<file path="config.mk">
export PLATFORM = sky130hd
export DESIGN_NAME = free_list
export DESIGN_NICKNAME = d
export VERILOG_FILES = /design/src/rtl/free_list_pkg.sv /design/src/rtl/free_list.sv
export SDC_FILE = /design/constraint.sdc
export NUM_CORES = 1
export LEC_CHECK = 0
export BUFFER_PORTS_ARGS = -buffer_cell sky130_fd_sc_hd__buf_2
export CAP_MARGIN = 20
export CORE_AREA = 2 2 201 203
export DETAILED_ROUTE_END_ITERATION = 6
export DIE_AREA = 0 0 203 205
export PLACE_DENSITY = 0.38
export SLEW_MARGIN = 15
export SYNTH_ARGS = -nofsm -noshare
export SYNTH_HDL_FRONTEND = slang
export SYNTH_SLANG_ARGS = --single-unit
</file>
<file path="constraint.sdc">
create_clock -name clock -period 6.05 [get_ports clock]
set_input_delay 0 -clock clock [delete_from_list [all_inputs] [get_ports clock]]
set_output_delay 0 -clock clock [all_outputs]
set_load 0.02 [all_outputs]
</file>
<file path="src/rtl/free_list_pkg.sv">
// rtl/free_list_pkg.sv - shared sizes and tag/pointer types for the rename free list
package free_list_pkg;

  localparam int NUM_PHYS_REG = 64;
  localparam int NUM_GEN_REG  = 32;
  localparam int FL_SIZE      = NUM_PHYS_REG - NUM_GEN_REG;
  localparam int PTR_W        = $clog2(FL_SIZE) + 1;
  localparam int IDX_W        = $clog2(FL_SIZE);
  localparam int PHYS_IDX_W   = $clog2(NUM_PHYS_REG);
  localparam int PHYS_REG_W   = PHYS_IDX_W + 1;

  // Pointer including the wrap bit, tag without the ready bit, tag with it.
  typedef logic [PTR_W-1:0]      fl_ptr_t;
  typedef logic [PHYS_IDX_W-1:0] phys_idx_t;
  typedef logic [PHYS_REG_W-1:0] phys_reg_t;

  // Tail after reset: every slot full, so the wrap bit is set.
  localparam fl_ptr_t FL_TAIL_RESET = fl_ptr_t'(FL_SIZE);

endpackage

</file>
<file path="src/rtl/free_list.sv">
// rtl/free_list.sv - circular FIFO of free physical register tags with checkpoint restore
module free_list
  import free_list_pkg::*;
(
  input  logic                  clock,
  input  logic                  reset,
  input  logic                  dispatch_en,
  input  logic                  retire_en,
  input  logic [PHYS_REG_W-1:0] retire_tag,
  input  logic                  branch_incorrect,
  input  logic [PTR_W-1:0]      head_checkpoint,
  output logic [PHYS_REG_W-1:0] free_reg,
  output logic                  free_valid,
  output logic [PTR_W-1:0]      head_out,
  output logic [PTR_W-1:0]      count,
  output logic                  overflow_err
);

  phys_idx_t entries_q [FL_SIZE];
  fl_ptr_t   head_q, head_d;
  fl_ptr_t   tail_q, tail_d;
  logic      ovf_q, ovf_d;

  fl_ptr_t   count_w;
  logic      full;
  logic      pop;
  logic      push;

  // The ready bit of the retiring tag carries no meaning for a free register.
  logic      unused_ready;
  assign unused_ready = retire_tag[PHYS_REG_W-1];

  // Occupancy and outputs; the head entry is presented with zero latency.
  always_comb begin
    count_w    = tail_q - head_q;
    full       = (count_w == fl_ptr_t'(FL_SIZE));
    free_valid = (count_w != '0);
    count      = count_w;
    head_out   = head_q;
    free_reg   = {1'b0, entries_q[head_q[IDX_W-1:0]]};
  end

  // Pointer next-state: recovery overrides a pop, a push still lands at the old tail.
  always_comb begin
    pop    = dispatch_en & free_valid & ~branch_incorrect;
    push   = retire_en & ~full;
    head_d = head_q;
    tail_d = tail_q;
    ovf_d  = ovf_q | (retire_en & full);
    if (branch_incorrect) begin
      head_d = head_checkpoint;
    end else if (pop) begin
      head_d = head_q + fl_ptr_t'(1);
    end
    if (push) begin
      tail_d = tail_q + fl_ptr_t'(1);
    end
  end

  // State and storage; storage is never cleared so recovered tags reappear.
  always_ff @(posedge clock) begin
    if (reset) begin
      head_q <= '0;
      tail_q <= FL_TAIL_RESET;
      ovf_q  <= 1'b0;
      for (int i = 0; i < FL_SIZE; i++) begin
        entries_q[i] <= phys_idx_t'(NUM_GEN_REG + i);
      end
    end else begin
      head_q <= head_d;
      tail_q <= tail_d;
      ovf_q  <= ovf_d;
      if (push) begin
        entries_q[tail_q[IDX_W-1:0]] <= retire_tag[PHYS_IDX_W-1:0];
      end
    end
  end

  assign overflow_err = ovf_q;

endmodule

</file>
Word-level counts from Yosys, hierarchy flattened:

Memory sizes are Yosys's and may differ from the RTL's. A register that Yosys moved wholly into a read port is not among the register bits.
Index checks and enable logic that the tools add are counted.

* $add $sub $neg: 3
* equality and inequality tests: 1
* muxes and demuxes: 12
* bitwise gates (word level): 7
* reduce and logical (&&, ||, !) cells: 3

Operators with widths (count)
* $mux 6: 3
* $mux 5: 3
* $add 6x1->6 const B: 2
* $eq 6x6->1 const B: 1
* $mux 1: 6
* $reduce_bool 6->1: 1
* $reduce_or 6->1: 1
* $sub 6x6->6: 1
* $and 1x1->1: 4
* $not 1->1: 2
* $reduce_bool 2->1: 1
* $or 1x1->1: 1

* bits in registers: 13
* RAM bits: 192
* bits of input ports: 18
* logic and storage cells: 30
* memories: 1

Memories
* entries_q: depth 32, bits a word 6, read ports 1, clocked after Yosys merged registers in 1, write ports 32, line free_list.sv:19 `phys_idx_t entries_q [FL_SIZE];`

Longest topological paths before layout:

* depth in word-level cells: 9
* gate-level depth with buffers: 13

Worst setup path before layout:

No wires, ideal clock.

* path kind: register to register
* from: register head_q[0], in the netlist head_out[0]
* to: memory entries_q[25][0] (netlist name) (enable)
* library setup time: 360 ps
* arrival time: 3164 ps
* required time: 5690 ps
* slack: 2526 ps
* stages on the path, launching flop included: 12
* path through: dfxtp_1 > ha_1 > inv_1 > fa_1 > xor2_1 > nor4_1 > mux2_2 > o211a_1 > buf_6 > or3_1 > buf_2 > o21bai_1

RTL lines
* start, declared: line free_list.sv:20 `fl_ptr_t head_q, head_d;`
* start signal, assigned: line free_list.sv:63 `head_q <= '0;`
* start signal, assigned: line free_list.sv:70 `head_q <= head_d;`
* end, declared: line free_list.sv:19

==> impl.org <==
** STA
- Hold Vio Cnt, Final :: 0
- Setup repair after global routing left no endpoint under its margin.
- Slew @ Worst Pin :: 0.9948 ns
- The worst pin sits at a relative slew slack of 0.3332.
- After layout, the minimum clock period comes to 4.022 ns.
- Based on the critical path, the design can be clocked at up to 248.6 MHz.
- Fin. max-slew vios :: 0
- Final Skew :: 0.01886 ns
- Setup slack closes at 2.028 ns.
- Count of endpoints failing setup in the final report :: 0
- After routing, the total negative slack on setup checks comes to 0 ns.
- Post-Route Hold Slack :: 0.02375 ns
- Final period util :: 0.6649

** Synthesis
- Summed over all instances, the cell type with the most area after synthesis is edfxtp_1.
- Synthesis produced 719 cells.
- Share of synthesized area spent on multiplexers :: 0.1490
- Area share of the leading cell type in the synthesized netlist :: 0.5883
- Of the total synthesized cell area, the portion taken by AND, OR, NAND and NOR gates is 0.1260.
- Part of the Yosys area used for sequential elements :: 0.6250
- Number of synthesized flops with an enable pin :: 192
- Number of synthesized register bits :: 210
- For this run, the leading register cell type out of synthesis is edfxtp_1.
- Sorting the synthesized cells by area gives the leading types as edfxtp_1 (59%), mux4_2 (14%), nand2_1 (5.2%), nor2_1 (4.1%), dfxtp_1 (3.7%).
- Of the total synthesized cell area, the portion taken by XOR and XNOR cells is 0.005234.
- Of the total synthesized cell area, the portion taken by full adders, half adders and majority gates is 0.01481.
- Each instance of the synthesized netlist takes up on average 13.63 um2.
- Number of nets produced by synthesis :: 748
- Warnings from Yosys :: 0
- In this run, distinct cell masters in the synthesized netlist total 51.
- Share of async-settable or async-resettable flops after synthesis :: 0
- The complex-gate fraction of the synthesized area is 0.04749.
- Combinational family with the most area after synthesis :: multiplexers
- Mapped Area :: 9801 um2

** Finish
- Filler cell count in the final layout :: 4011
- In the final layout, the multi-input gates occupy 3368 um2.
- Final core utilization :: 0.2914
- Most common cell after layout, fill and taps aside :: edfxtp_1
- Leaving out filler cells and counting taps, the final layout contains 1312.
- The library cells used most frequently in the layout, excluding fill and tap cells, are edfxtp_1 (192), nand2_1 (136), nor2_1 (107).
- Layout Nets :: 797
- In the final layout, the share of cells above drive strength 1 is 0.2262.
- From synthesis to final layout, the design area changed by 17.06%.
- Summing all flip-flop and latch instances after layout gives 6131 um2.
- 0 antenna diodes ended up in the layout.

** Critical path
- Cells traversed along the worst timing path :: inv_1 > ha_1 > inv_1 > fa_1 > xor2_1 > nor4_1 > mux2_2 > o211a_1 > buf_4 > or4_1 > o21bai_1
- By startpoint and endpoint, the worst setup path is classified as reg -> reg.
- Maximum cell stage delay along the critical path :: 0.76 ns
- The worst setup path is captured at a register.
- Startpoint kind of the worst setup timing path :: register
- By instance count, the cell type seen most on the critical path is inv_1.
- Highest net fanout along the worst path :: 23
- For the worst setup path, the data arrival time is 4.17 ns.
- For the worst setup path, the data required time is 6.20 ns.
- Measured in cells, the most critical reg-to-reg path has a length of 11.
- On the critical path, the stage with the largest delay is an instance of or4_1.

** Drt
- The detailed router finished its first iteration with 574 violations.
- Amount of wire on met2 after detailed routing :: 13.95 mm
- In the final routed layout, each cell accounts on average for 23.85 um.
- Sum of met3 wire segment lengths after detailed routing :: 1.654 mm
- DR pass1 iterations :: 5
- Overall via count from detail_route :: 6046
- Once detail routing completed, the nets flagged for antenna violations numbered 0.
- Max Used Layer :: met5
- In the routed design, unresolved DRC markers number 0.
- In the routed layout, each cell is associated on average with a via count of 4.608.
- WL final :: 31.29 mm
- Met1 Wirelength :: 15.07 mm

** Die
- The initial utilization of the core area, before any placement, comes to 0.2490.
- Die span in y :: 205 um
- In this run the core area contains 73 standard-cell rows.
- In this run the count of I/O pins placed on the die edge is 39.
- The die covers 41620 um2.
- Overall die width :: 203 um
- The region available for standard cell placement spans 39370 um2.

** Pwr
- Combinational share of power :: 0.101
- Of the total power, the share spent switching nets is 0.2463.
- Summed over all cells, the static leakage comes to 3.359 nW.
- Power density over the cells :: 294.3 nW/um2
- Of the total power, registers draw 0.484.
- The worst-case IR drop observed on VDD is 0.1759 mV.
- Internal power :: 2.544 mW
- Power share of the clock group :: 0.414
- Net switching power of the design :: 0.8315 mW

** CTS
- Clock latency of the later-clocked register in the worst-skew pair :: 0.53 ns
- After clock tree synthesis, the clock-pin slew on the worst setup and hold paths is 0.06 ns.
- Buffers added to address setup during post-CTS repair amount to 0.
- CTS buffer count :: 26
- Number of sinks handled by clock tree synthesis :: 210
- Clock tree from TritonCTS :: built
- Post-CTS repair changed the size of 0 cells.
- The tree is rooted in a clkbuf_16.
- The clock passes through at most 3 buffers.
- In this run the number of H-tree levels came out at 1.

** Hold path
- Number of cells on the worst hold path :: 3
- The tightest min-delay check is of the in -> reg type.

** Placed design
- # placed instances :: 1246
- Number of buffer cells added on primary ports :: 36
- Routability-driven placement finished with a final weighted congestion of 0.7683.
- Detailed placement ended at an HPWL of 20.78 mm.
- Pre-CTS worst setup slack :: 2.016 ns

** Outcome
- The flow ran to the end, and the final reports show no timing, DRC or antenna violations.

** Run
- Max capacitance violation total :: 0

** Global routing
- Largest net degree at the start of global routing :: 58
- Summed over all layers, the global routing overflow is 0.
- The initial antenna violation count is 3.
- Number of global-route vias before repair :: 6122
- For this run, the total global-route usage over all layers was measured as 0.1526.
- The first global-routing pass estimated 45.13 mm of wire.
## logic make-up (layout without fill, tap and decap cells)
kind of cell               count (synthesis)  after routing
and+or+nand+nor                          292            292
DFF                                      210            210
muxes                                     70             70
buffers and inverters                     68            136
AOI/OAI and AO/OA                         62             62
adders and majority gates                 11             11
xor gates and xnor gates                   5              5
other                                      1              1
## sequential cells by signal, indices dropped and copies added (netlist names), named ones only
register / cells
head_out: 6
tail_q: 6
overflow_err: 1
entries_q: 192
## metal layers
layer | up-vias | track usage
li1 | 2753 | -
met1 | 3073 | 0.2278
met2 | 173 | 0.2321
met3 | 43 | 0.02100
met4 | 4 | 0.03910
met5 | - | 0
## path summary, 6_finish.rpt
path / startpoint / endpoint / slack (ns)
worst max register to register: tail_q[0]$_SDFFE_PP0P_ / entries_q[17][5]$_SDFFCE_PN1P_ / 2.03
worst min-delay path: retire_tag[4] / entries_q[16][4]$_SDFFCE_PN1P_ / 0.02
worst max-delay path: tail_q[0]$_SDFFE_PP0P_ / entries_q[17][5]$_SDFFCE_PN1P_ / 2.03
worst min register to register: overflow_err$_SDFF_PP0_ / overflow_err$_SDFF_PP0_ / 0.48
## area by class of cell
| type | instances | share of cell area |
|---|---|---|
| clock buffer | 31 | 0.06020 |
| clock inverter | 16 | 0.005998 |
| inverter | 17 | 0.005562 |
| multi-input combinational | 441 | 0.2936 |
| sequential | 210 | 0.5344 |
| tap | 525 | 0.05726 |
| timing repair buffer | 72 | 0.04297 |
## power by group through the flow
stage	Combinational (mW)	Clock, mW	Sequential, mW
after floorplan	0.227	0	1.65
after global placement	0.340	0	1.67
after detailed placement	0.340	0	1.67
after CTS	0.350	1.42	1.64
after global routing	0.369	1.49	1.64
final	0.342	1.40	1.63
## synth_stat cells (7+ instances only)
cell type	number
edfxtp_1	192
nand2_1	136
nor2_1	108
mux4_2	60
o21bai_1	23
clkbuf_1	20
dfxtp_1	18
buf_2	17
inv_1	15
ha_1	10
a21o_1	8
nor3_1	8
o21ai_0	8
buf_1	7
mux2_2	7
## worst max-delay path: cells and delay by family (launching register included)
| family | cells | cell delay, ns |
|---|---|---|
| AO/OA/AOI/OAI | 2 | 0.88 |
| XOR/XNOR | 1 | 0.26 |
| adder cells (fa/ha/maj) | 2 | 0.58 |
| buffers and inverters | 3 | 0.40 |
| flip-flops | 1 | 0.35 |
| multiplexers | 1 | 0.30 |
| AND/OR/NAND/NOR | 2 | 0.85 |
## repair_timing
item | 4_1_cts | 5_1_grt
setup endpoints to repair | 0 | 0
hold endpoints to repair | 46 | 0
hold buffers | 17 | 0
## metrics by stage
stage               instance area (um2)  power, mW
floorplan                          9801      1.880
global placement                  10520      2.007
detailed placement                10530      2.006
CTS                               11460      3.407
global route                      11470      3.501
finish                            11470      3.376
Power figures use the tool's default switching activity.
